--- config.mk ---
export PLATFORM = sky130hd
export DESIGN_NAME = i2s_tx_param
export DESIGN_NICKNAME = d
export VERILOG_FILES = /design/src/rtl/i2s_pkg.sv /design/src/rtl/i2s_clk_gen.sv /design/src/rtl/i2s_tx_param.sv
export SDC_FILE = /design/constraint.sdc
export NUM_CORES = 1
export LEC_CHECK = 0
export ABC_AREA = 1
export CORE_MARGIN = 3
export CORE_UTILIZATION = 68
export CTS_CLUSTER_DIAMETER = 50
export DETAILED_ROUTE_END_ITERATION = 7
export DONT_BUFFER_PORTS = 1
export GPL_TIMING_DRIVEN = 0
export PLACE_DENSITY = 0.84
export SETUP_SLACK_MARGIN = 0.4
export SLEW_MARGIN = 30
export SYNTH_ARGS = -nofsm -noshare
export SYNTH_HDL_FRONTEND = slang
export SYNTH_SLANG_ARGS = --single-unit
--- constraint.sdc ---
create_clock -name clk -period 3.5 [get_ports clk]
set_input_delay 0.7 -clock clk [delete_from_list [all_inputs] [get_ports clk]]
set_output_delay 0.7 -clock clk [all_outputs]
set_load 0.02 [all_outputs]
--- src/rtl/i2s_pkg.sv ---
// i2s_pkg: shared framing constants and parameter checks for i2s_tx_param.
// I2S_TX_LJ_EN selects left-justified framing (no one-bit delay).
package i2s_pkg;
`ifdef I2S_TX_LJ_EN
  localparam int LOAD_BIT = 0;
`else
  localparam int LOAD_BIT = 1;
`endif
  function automatic int frame_bits(input int slot_bits);
    return 2 * slot_bits;
  endfunction
  function automatic bit params_ok(input int sample_w, input int slot_bits, input int mclk_div, input int sclk_div);
    return sample_w >= 1 && sample_w <= slot_bits && mclk_div >= 2 && mclk_div % 2 == 0 &&
           sclk_div >= 2 && sclk_div % 2 == 0;
  endfunction
endpackage

--- src/rtl/i2s_clk_gen.sv ---
// i2s_clk_gen: MCLK and SCLK dividers plus the frame bit counter.
module i2s_clk_gen #(
  parameter int MCLK_DIV  = 8,
  parameter int SCLK_DIV  = 32,
  parameter int SLOT_BITS = 32
) (
  input  logic                           clk,
  input  logic                           reset,
  output logic                           mclk_o,
  output logic                           sclk_o,
  output logic                           lrclk_o,
  output logic                           shift_evt_o,
  output logic [$clog2(2*SLOT_BITS)-1:0] bit_cnt_o
);
  localparam int MW = $clog2(MCLK_DIV);
  localparam int SW = $clog2(SCLK_DIV);
  localparam int BW = $clog2(2*SLOT_BITS);
  logic [MW-1:0] mcnt_q, mcnt_d;
  logic [SW-1:0] div_q, div_d;
  logic [BW-1:0] bit_q, bit_d;
  logic mclk_q, sclk_q;
  assign shift_evt_o = div_q == SW'(SCLK_DIV-1);
  always_comb begin
    mcnt_d = (mcnt_q == MW'(MCLK_DIV-1)) ? '0 : mcnt_q + 1'b1;
    div_d  = shift_evt_o ? '0 : div_q + 1'b1;
    bit_d  = !shift_evt_o ? bit_q : (bit_q == BW'(2*SLOT_BITS-1)) ? '0 : bit_q + 1'b1;
  end
  // Clocks are registered from the next count so they align with the counters.
  always_ff @(posedge clk) begin
    if (reset) begin
      mcnt_q <= '0;
      div_q  <= '0;
      bit_q  <= '0;
      mclk_q <= 1'b0;
      sclk_q <= 1'b0;
    end else begin
      mcnt_q <= mcnt_d;
      div_q  <= div_d;
      bit_q  <= bit_d;
      mclk_q <= mcnt_d >= MW'(MCLK_DIV/2);
      sclk_q <= div_d >= SW'(SCLK_DIV/2);
    end
  end
  assign mclk_o    = mclk_q;
  assign sclk_o    = sclk_q;
  assign lrclk_o   = bit_q >= BW'(SLOT_BITS);
  assign bit_cnt_o = bit_q;
endmodule

--- src/rtl/i2s_tx_param.sv ---
// i2s_tx_param: parametrised I2S transmitter with one-entry sample holding register.
// Define I2S_TX_LJ_EN for left-justified framing instead of standard I2S.
module i2s_tx_param
  import i2s_pkg::*;
#(
  parameter int SAMPLE_W  = 16,
  parameter int SLOT_BITS = 32,
  parameter int MCLK_DIV  = 8,
  parameter int SCLK_DIV  = 32
) (
  input  logic                clk,
  input  logic                reset,
  input  logic [SAMPLE_W-1:0] sample_l,
  input  logic [SAMPLE_W-1:0] sample_r,
  input  logic                sample_valid,
  output logic                sample_ready,
  output logic                MCLK,
  output logic                SCLK,
  output logic                LRCLK,
  output logic                SDIN,
  output logic                frame_tick,
  output logic                underrun
);
  localparam int FRAME_BITS = frame_bits(SLOT_BITS);
  localparam int BW = $clog2(FRAME_BITS);
  localparam int PAD = SLOT_BITS - SAMPLE_W;
  localparam logic [BW-1:0] PRE_LOAD = BW'((LOAD_BIT + FRAME_BITS - 1) % FRAME_BITS);
  if (!params_ok(SAMPLE_W, SLOT_BITS, MCLK_DIV, SCLK_DIV)) begin : g_bad_params
    $error("i2s_tx_param: illegal parameter combination");
  end
  logic shift_evt, load, accept;
  logic [BW-1:0] bit_cnt;
  logic full_q, full_d, sdin_q, sdin_d;
  logic [SAMPLE_W-1:0] hold_l_q, hold_l_d, hold_r_q, hold_r_d;
  logic [FRAME_BITS-1:0] frame_q, frame_d, ld_frame;
  i2s_clk_gen #(
    .MCLK_DIV (MCLK_DIV),
    .SCLK_DIV (SCLK_DIV),
    .SLOT_BITS(SLOT_BITS)
  ) u_clk_gen (
    .clk        (clk),
    .reset      (reset),
    .mclk_o     (MCLK),
    .sclk_o     (SCLK),
    .lrclk_o    (LRCLK),
    .shift_evt_o(shift_evt),
    .bit_cnt_o  (bit_cnt)
  );
  assign accept = sample_valid && !full_q;
  assign load   = shift_evt && bit_cnt == PRE_LOAD;
  // The load shift emits the new frame's MSB directly; the frame register keeps the rest.
  always_comb begin
    ld_frame = full_q ? {SLOT_BITS'(hold_l_q) << PAD, SLOT_BITS'(hold_r_q) << PAD} : '0;
    frame_d  = load ? ld_frame << 1 : shift_evt ? frame_q << 1 : frame_q;
    sdin_d   = load ? ld_frame[FRAME_BITS-1] : shift_evt ? frame_q[FRAME_BITS-1] : sdin_q;
    full_d   = accept || (full_q && !load);
    hold_l_d = accept ? sample_l : hold_l_q;
    hold_r_d = accept ? sample_r : hold_r_q;
  end
  always_ff @(posedge clk) begin
    if (reset) begin
      full_q   <= 1'b0;
      sdin_q   <= 1'b0;
      hold_l_q <= '0;
      hold_r_q <= '0;
      frame_q  <= '0;
    end else begin
      full_q   <= full_d;
      sdin_q   <= sdin_d;
      hold_l_q <= hold_l_d;
      hold_r_q <= hold_r_d;
      frame_q  <= frame_d;
    end
  end
  assign sample_ready = !full_q;
  assign SDIN         = sdin_q;
  assign frame_tick   = load;
  assign underrun     = load && !full_q;
endmodule

==> reports/metrics.yaml, run 1 <==
fin_skew_ns: 0.005374
worstPathArrival_ns: 2.13
fillers: 500
fin_crit_sh_pct: 80.99
cts.reportedPaths.clkPinSlew_ns: 0.09
slew_headroom_pct: 69.46
cts_made_buffers: 9
maxCapViolCount: 0
cts_tree: "built"
overflow: 0
ys_seq_area_share_pct: 43.74
drt_pass1_iterations: 4
rsz0062_at_grt: "false"
final_common_cell: "nor2_1"
wirelength_um: 8341
grt_pass1_vias: 3393
post-place-cells: 725
report.final.setup_viol: 0
worstSetupPathType: "flip-flop to output pin"
ff2ff_setup_slack_ns: 1.52
cts.sinks: 95
synth_area_leaders: "dfxtp_1, nor2_1, nand2_1"
crit_path_end_kind: "output pin"
vdd_drop_max_v: 0.0003426
tightestPinTransition_ns: 0.4581
h-tree-depth: 3
io_pins: 42
p_per_area_nw_per_um2: 448.7
ant_nets: 0
power.leakage_nw: 2.317
r2r_start: "u_clk_gen.div_q[0]$_SDFF_PP0_"
num_rows: 28
die_area_um2: 7389
hold_path_class: "flip-flop to flip-flop"
drv_slew: 0
die_w_um: 85.96
core_area_um2: 6061
tns_ns: 0
gp_congestion: 0.8530
clk_latency_ns: 0.34
fin_crit_ns: 2.835
finalHoldViolations: 0
synth-seq-cells: 95
synth_cell_types: 29
layoutNonFillerInstCount: 739
viasPerCell: 4.981
die_y_um: 85.96
cp_max_fo: 10
nNetsFinal: 703
drive_gt1_share_pct: 8.133
clockBufferDepth: 2
critPathLaunch: "u_clk_gen.div_q[0]$_SDFF_PP0_"
syn_nets: 692
drcViolationCount: 0
grt_usage_pct: 24.70
n_antenna_cell: 0
root_buffer: "clkbuf_8"
vias: 3681
final_cell_mix: "nor2_1, nand2_1, dfxtp_1, o21ai_0, inv_1"
grt_antenna_before_repair: 0
max_freq_mhz: 352.8
grt_max_degree: 15
netlist.area_leader.share_pct: 43.74
synth_area_leader_cell: "dfxtp_1"
grt_first_pass_wirelength_um: 14720
yosysWarnings: 0
wire_per_inst_um: 11.29
initial_utilization_pct: 71.74
r2r-end: "frame_q[25]$_SDFFE_PP0P_"
outcome: "finished, final reports clean"
syn2layout_area_growth_pct: 7.568
io_buffers: 0
ff2ff_path_depth: 10
hold_depth: 1
synth_area_um2: 4348
postSynthCellCount: 650
cp.required_ns: 2.80
startpoint_type: "flip-flop"
drt_iter0_drc: 177
dp_hpwl_um: 5950
syn_area_per_cell_um2: 6.689
critPathCapture: "underrun"
-- worst min-delay path by stage --
stage	start	end	slack [ns]
finish	u_clk_gen.div_q[0]$_SDFF_PP0_	u_clk_gen.div_q[0]$_SDFF_PP0_	0.45
global placement	u_clk_gen.mcnt_q[0]$_SDFF_PP0_	u_clk_gen.mcnt_q[0]$_SDFF_PP0_	0.42
global route	u_clk_gen.div_q[0]$_SDFF_PP0_	u_clk_gen.div_q[0]$_SDFF_PP0_	0.48
detailed placement	u_clk_gen.div_q[0]$_SDFF_PP0_	u_clk_gen.div_q[0]$_SDFF_PP0_	0.44
floorplan	u_clk_gen.mcnt_q[0]$_SDFF_PP0_	u_clk_gen.mcnt_q[0]$_SDFF_PP0_	0.40
CTS	u_clk_gen.mcnt_q[0]$_SDFF_PP0_	u_clk_gen.mcnt_q[0]$_SDFF_PP0_	0.45
-- synth_stat cells --
library cell    instances
o211ai_1                1
ha_1                    7
nand3_4                 1
nand4_1                 2
o21ai_0                49
dlymetal6s4s_1          1
a21oi_2                 1
nor3_1                  3
clkbuf_1                8
nor2_1                279
xor2_1                  2
buf_2                   8
buf_6                   9
buf_1                   1
nor3b_1                 1
nand3_1                 4
dfxtp_1                95
buf_4                   8
nand2_1               106
nor2_4                  2
nor2_8                  1
inv_2                   4
nand2_2                 1
clkbuf_8                1
nand4_4                 1
dlygate4sd1_1           1
inv_1                  47
a21oi_1                 4
clkbuf_2                2
-- kinds of logic (layout without fill, tap and decap cells) --
family                     count (synthesis)  after routing  synth area share (%)
DFF                                       95             95                 43.74
buffers and inverters                     90            104                 10.85
and+or+nand+nor                          401            401                 36.52
AOI/OAI and AO/OA                         55             55                 6.475
adders and majority gates                  7              7                 2.014
xor gates and xnor gates                   2              2                0.4030
-- area by class of cell --
type	instances	area (um2)	area share, %
inverters	51	191.4	4.093
flip-flops and latches	95	1902	40.66
clock inverters	4	95.09	2.033
clock buffers	10	137.6	2.943
well taps	75	93.84	2.006
multi-input cells	465	1977	42.27
plain buffers	39	280.3	5.993
-- sequential cells by signal, summed over array words and instances, names as in the netlist --
name	cells
u_clk_gen.sclk_o	1
u_clk_gen.bit_cnt_o	6
u_clk_gen.div_q	4
hold_r_q	16
hold_l_q	16
u_clk_gen.mcnt_q	2
u_clk_gen.mclk_o	1
frame_q	47
full_q	1
SDIN	1
-- per-stage QoR --
stage	power (mW)	util, %	area (um2)	worst slack (ns)	hold slack [ns]
2_1_floorplan	1.257	-	4348	1.161	0.4043
3_3_place_gp	1.281	73.29	4442	0.9538	0.4178
3_5_place_dp	1.288	73.29	4442	0.9072	0.4363
5_1_grt	2.189	77.17	4677	0.4683	0.4846
6_report	2.098	77.17	4677	0.6654	0.4527
4_1_cts	2.110	77.13	4674	0.5163	0.4547
-- worst max-delay path, stage by stage, from the launching register on --
cell and delay, ns:
dfxtp_1 0.36, ha_1 0.17, nand2_1 0.07, nor2_1 0.13, ha_1 0.26, inv_2 0.11, nor2_8 0.13, nand3_4 0.13
buf_6 0.18, nor2_2 0.23
-- what timing repair did --
| item | CTS | global route |
|---|---|---|
| gates resized for setup | 0 | 1 |
| hold buffers | 0 | 0 |
| setup buffers | 0 | 0 |
| setup endpoints to repair | 0 | 1 |
-- routing by layer --
metal	track usage (%)	part of all wire, %	up-vias
li1	-	-	1973
met1	31.29	46	1626
met2	41.21	48	74
met3	5.187	5.0	8
met4	9.496	1.1	0
met5	0	0	-
-- where the power goes --
group | switching (mW) | leakage [nW] | internal (mW)
logic | 0.0818 | 1.42 | 0.0428
clock network | 0.349 | 0.118 | 0.485
registers | 0.0214 | 0.774 | 1.12
No activity file was read; power rests on OpenSTA's default activity.
==> run 2, diff against run 1 <==
- CORE_UTILIZATION: 68 -> 63
- PLACE_DENSITY: 0.84 -> 0.79
- clock period: 3.5 -> 2.7 ns (I/O delays scaled with it)
==> reports/metrics.yaml, run 2 (same netlist as run 1, synthesis figures left out) <==
fillers: 530
fin_skew_ns: 0.007035
ff2ff_setup_slack_ns: 0.46
final_common_cell: "nor2_1"
crit_path_end_kind: "output pin"
maxCapViolCount: 0
clk_latency_ns: 0.37
dp_hpwl_um: 6135
io_pins: 42
max_freq_mhz: 437.0
wire_per_inst_um: 11.66
overflow: 0
rsz0062_at_grt: "true"
cp_max_fo: 3
grt_antenna_before_repair: 0
grt_max_degree: 16
core_area_um2: 6531
die_area_um2: 7934
grt_pass1_vias: 3420
worstSetupPathType: "flip-flop to output pin"
drt_iter0_drc: 190
fin_crit_sh_pct: 84.75
grt_usage_pct: 24.32
wirelength_um: 8888
gp_congestion: 0.8210
num_rows: 29
final_cell_mix: "nor2_1, nand2_1, dfxtp_1, o21ai_0, inv_1"
area.sequential_um2: 1904
vdd_drop_max_v: 0.0004365
slew_headroom_pct: 62.23
fin_crit_ns: 2.288
clockBufferDepth: 2
drv_slew: 0
top_regs: "frame_q x47, hold_l_q x16, hold_r_q x16"
worstPathArrival_ns: 1.75
die_w_um: 89.08
stdcell_area_um2: 4857
grt_first_pass_wirelength_um: 15010
multiInputGateArea_um2: 2027
nNetsFinal: 722
root_buffer: "clkbuf_8"
tns_ns: 0
startpoint_type: "flip-flop"
regMostFlops: "frame_q"
hold_depth: 2
die_y_um: 89.08
report.final.setup_viol: 0
n_antenna_cell: 0
initial_utilization_pct: 66.57
vias: 3781
hold_path_class: "input pin to flip-flop"
tightestPinTransition_ns: 0.5666
finalHoldViolations: 0
largest_register_ffs: 47
holdBufCountCts: 0
drcViolationCount: 0
drive_gt1_share_pct: 12.41
h-tree-depth: 3
syn2layout_area_growth_pct: 11.71
ant_nets: 0
p_per_area_nw_per_um2: 520.3
utilization_pct: 74.37
cts_made_buffers: 9
viasPerCell: 4.962
drt_pass1_iterations: 4
ff2ff_path_depth: 16
placed_cell_area_um2: 4444
cts.sinks: 95
outcome: "finished, final reports clean"
holdWs_ns: 0.3372
cts_tree: "built"
io_buffers: 0
power.leakage_nw: 2.398
cts.reportedPaths.clkPinSlew_ns: 0.09
cp.required_ns: 2.16
[run 2: cell types whose count changed in the layout (fill, tap and decap cells not counted), sizes merged]
| cell | before | now |
|---|---|---|
| buf | 26 | 45 |
| bufinv | 3 | 0 |
| clkinvlp | 0 | 3 |
| clkbuf | 21 | 23 |
[run 2: metrics by stage]
step	power, mW	cells	setup WS, ns
floorplan	1.630	650	0.5212
global placement	1.665	727	0.3289
detailed placement	1.671	727	0.2806
CTS	2.534	756	0.3811
global route	2.641	762	0.3113
finish	2.527	762	0.4116
[run 2: metal layers]
layer	GRT usage, %	vias up	wire length, um	share of wire, %
met2	40.89	71	4115	46
met1	30.50	1682	4201	47
li1	-	2014	-	-
met5	0	-	0	0
met4	8.931	0	151	1.7
met3	5.714	14	421	4.7
[run 2: what timing repair did]
action	4_1_cts	5_1_grt
resized for setup	15	12
endpoints found under the setup margin	2	39
pin swaps	4	6
setup buffers	13	6
[run 2: area by class of cell]
cell class | count | share of cell area (%)
clock inverter | 4 | 0.5925
sequential | 95 | 39.21
buffer | 39 | 6.285
timing repair buffer | 19 | 2.937
clock buffer | 12 | 3.194
multi-input combinational | 465 | 41.73
inverter | 51 | 4.070
tap | 77 | 1.984
[run 2: critical path: stages (launching register included)]
cell,delay (ns)
dfxtp_2,0.37
ha_4,0.15
nand2_4,0.06
nor2_4,0.12
ha_4,0.17
inv_4,0.05
nor2_8,0.09
nand3_4,0.09
buf_8,0.15
nor2_4,0.14
[run 2: report_power, final]
part | switching [mW] | internal [mW] | total (mW)
combinational | 0.109 | 0.0589 | 0.168
sequential | 0.0287 | 1.45 | 1.48
clock | 0.493 | 0.387 | 0.881
[run 2: path summary, 6_finish.rpt]
| path | start | to |
|---|---|---|
| worst min-delay path | sample_l[7] | hold_l_q[7]$_SDFFE_PP0P_ |
| worst max-delay path | u_clk_gen.div_q[0]$_SDFF_PP0_ | underrun |
| worst max register to register | u_clk_gen.div_q[0]$_SDFF_PP0_ | frame_q[53]$_SDFFE_PP0P_ |
| worst min register to register | u_clk_gen.mcnt_q[0]$_SDFF_PP0_ | u_clk_gen.mcnt_q[0]$_SDFF_PP0_ |
==> run 3, diff against run 2 <==
- clock period: 2.7 -> 2.15 ns (I/O delays scaled with it)
==> reports/metrics.yaml, run 3 (same netlist as run 1, synthesis figures left out) <==
outcome: "finished, final reports clean"
largest_register_ffs: 47
hold_path_class: "input pin to flip-flop"
cts.sinks: 95
placed_cell_area_um2: 4477
worstSetupPathType: "flip-flop to output pin"
drt_iter0_drc: 233
pwr-share-clk_pct: 37.9
rsz0062_at_grt: "true"
p_per_area_nw_per_um2: 638.5
cp_max_fo: 4
fin_crit_sh_pct: 99.61
vias: 3995
vdd_drop_max_v: 0.0004946
p_int_mw: 2.576
root_buffer: "clkbuf_8"
fin_crit_ns: 2.142
io_buffers: 0
clockBufferDepth: 2
ant_nets: 0
finalHoldViolations: 0
cts_made_buffers: 9
p_comb_share_pct: 6.7
regMostFlops: "frame_q"
drcViolationCount: 0
io_pins: 42
drive_gt1_share_pct: 20.20
total_power_mw: 3.349
slew_headroom_pct: 62.99
drv_slew: 0
holdWs_ns: 0.2282
grt_first_pass_wirelength_um: 15110
tightestPinTransition_ns: 0.5551
report.final.setup_viol: 0
nNetsFinal: 736
maxCapViolCount: 0
dp_hpwl_um: 6138
startpoint_type: "flip-flop"
fin_skew_ns: 0.01136
cts_tree: "built"
grt_max_degree: 15
gp_congestion: 0.8150
wire_per_inst_um: 12.88
wirelength_um: 9983
grt_pass1_vias: 3502
power_switching_mw: 0.7725
initial_utilization_pct: 66.57
pwr-share-seq_pct: 55.4
die_y_um: 89.08
num_rows: 29
syn2layout_area_growth_pct: 20.63
h-tree-depth: 3
overflow: 0
stdcell_area_um2: 5245
die_area_um2: 7934
post-place-ws_ns: 0.1029
grt_usage_pct: 24.15
power.leakage_nw: 2.515
n_antenna_cell: 0
crit_path_end_kind: "output pin"
max_freq_mhz: 466.9
sw_frac_of_total_pct: 23.07
drt_pass1_iterations: 4
holdBufCountCts: 0
die_w_um: 89.08
fin_ws_ns: 0.008401
clk_latency_ns: 0.36
viasPerCell: 5.155
top_regs: "frame_q x47, hold_l_q x16, hold_r_q x16"
core_area_um2: 6531
grt_antenna_before_repair: 0
final_cell_mix: "nor2_1, nand2_1, dfxtp_1, o21ai_0, inv_1"
final_common_cell: "nor2_1"
cts.reportedPaths.clkPinSlew_ns: 0.09
cp.required_ns: 1.72
worstPathArrival_ns: 1.71
## run 3: power by group through the flow
stage	logic, mW	clock network (mW)	registers, mW
finish	0.224	1.27	1.85
global route	0.260	1.35	1.86
CTS	0.216	1.28	1.85
detailed placement	0.210	0	1.90
global placement	0.201	0	1.89
floorplan	0.164	0	1.89
## run 3: final timing paths
path                                        from                             end  slack, ns  cells past startpoint
hold reg to reg   u_clk_gen.mcnt_q[0]$_SDFF_PP0_  u_clk_gen.mcnt_q[0]$_SDFF_PP0_       0.44                      1
setup / recovery   u_clk_gen.div_q[0]$_SDFF_PP0_                        underrun      0.008                      9
hold / removal                      sample_l[14]       hold_l_q[14]$_SDFFE_PP0P_       0.23                      2
setup reg to reg   u_clk_gen.div_q[0]$_SDFF_PP0_        frame_q[59]$_SDFFE_PP0P_       0.05                     14
## run 3: per-stage QoR
stage / setup TNS, ns / instances / utilization (%)
after floorplan: 0 / 650 / -
after global placement: 0 / 727 / 68.54
after detailed placement: 0 / 727 / 68.54
after CTS: 0 / 749 / 73.01
after global routing: -0.7177 / 775 / 80.31
final: 0 / 775 / 80.31
## run 3: repair_timing
item / 4_1_cts / 5_1_grt
setup endpoints to repair: 28 / 50
resized for setup: 6 / 86
endpoints found under the hold margin: 0 / 0
pin swaps: 4 / 7
setup buffers: 7 / 20
gates cloned: 0 / 6
## run 3: cell type report
| class | instances | area, um2 |
|---|---|---|
| inverters | 51 | 201.4 |
| flip-flops and latches | 95 | 1904 |
| multi-input cells | 465 | 2165 |
| clock inverters | 4 | 70.07 |
| fillers | 466 | 1286 |
| plain buffers | 39 | 325.3 |
| well taps | 77 | 96.34 |
| clock buffers | 11 | 141.4 |
| repair buffers | 33 | 341.6 |
## run 3: metal layers
| layer | global-route usage [%] | wire, um | vias to the layer above |
|---|---|---|---|
| li1 | - | - | 2047 |
| met1 | 31.20 | 4490 | 1818 |
| met2 | 40.49 | 4764 | 111 |
| met3 | 3.779 | 525 | 19 |
| met4 | 9.608 | 204 | 0 |
| met5 | 0 | 0 | - |
## run 3: critical path, stage by stage, from the launching register on
cell	delay, ns
dfxtp_2	0.36
ha_4	0.15
nand2_4	0.05
nor2_4	0.11
ha_4	0.17
inv_6	0.05
nor2_8	0.09
nand3_4	0.08
buf_8	0.14
nor2_4	0.15
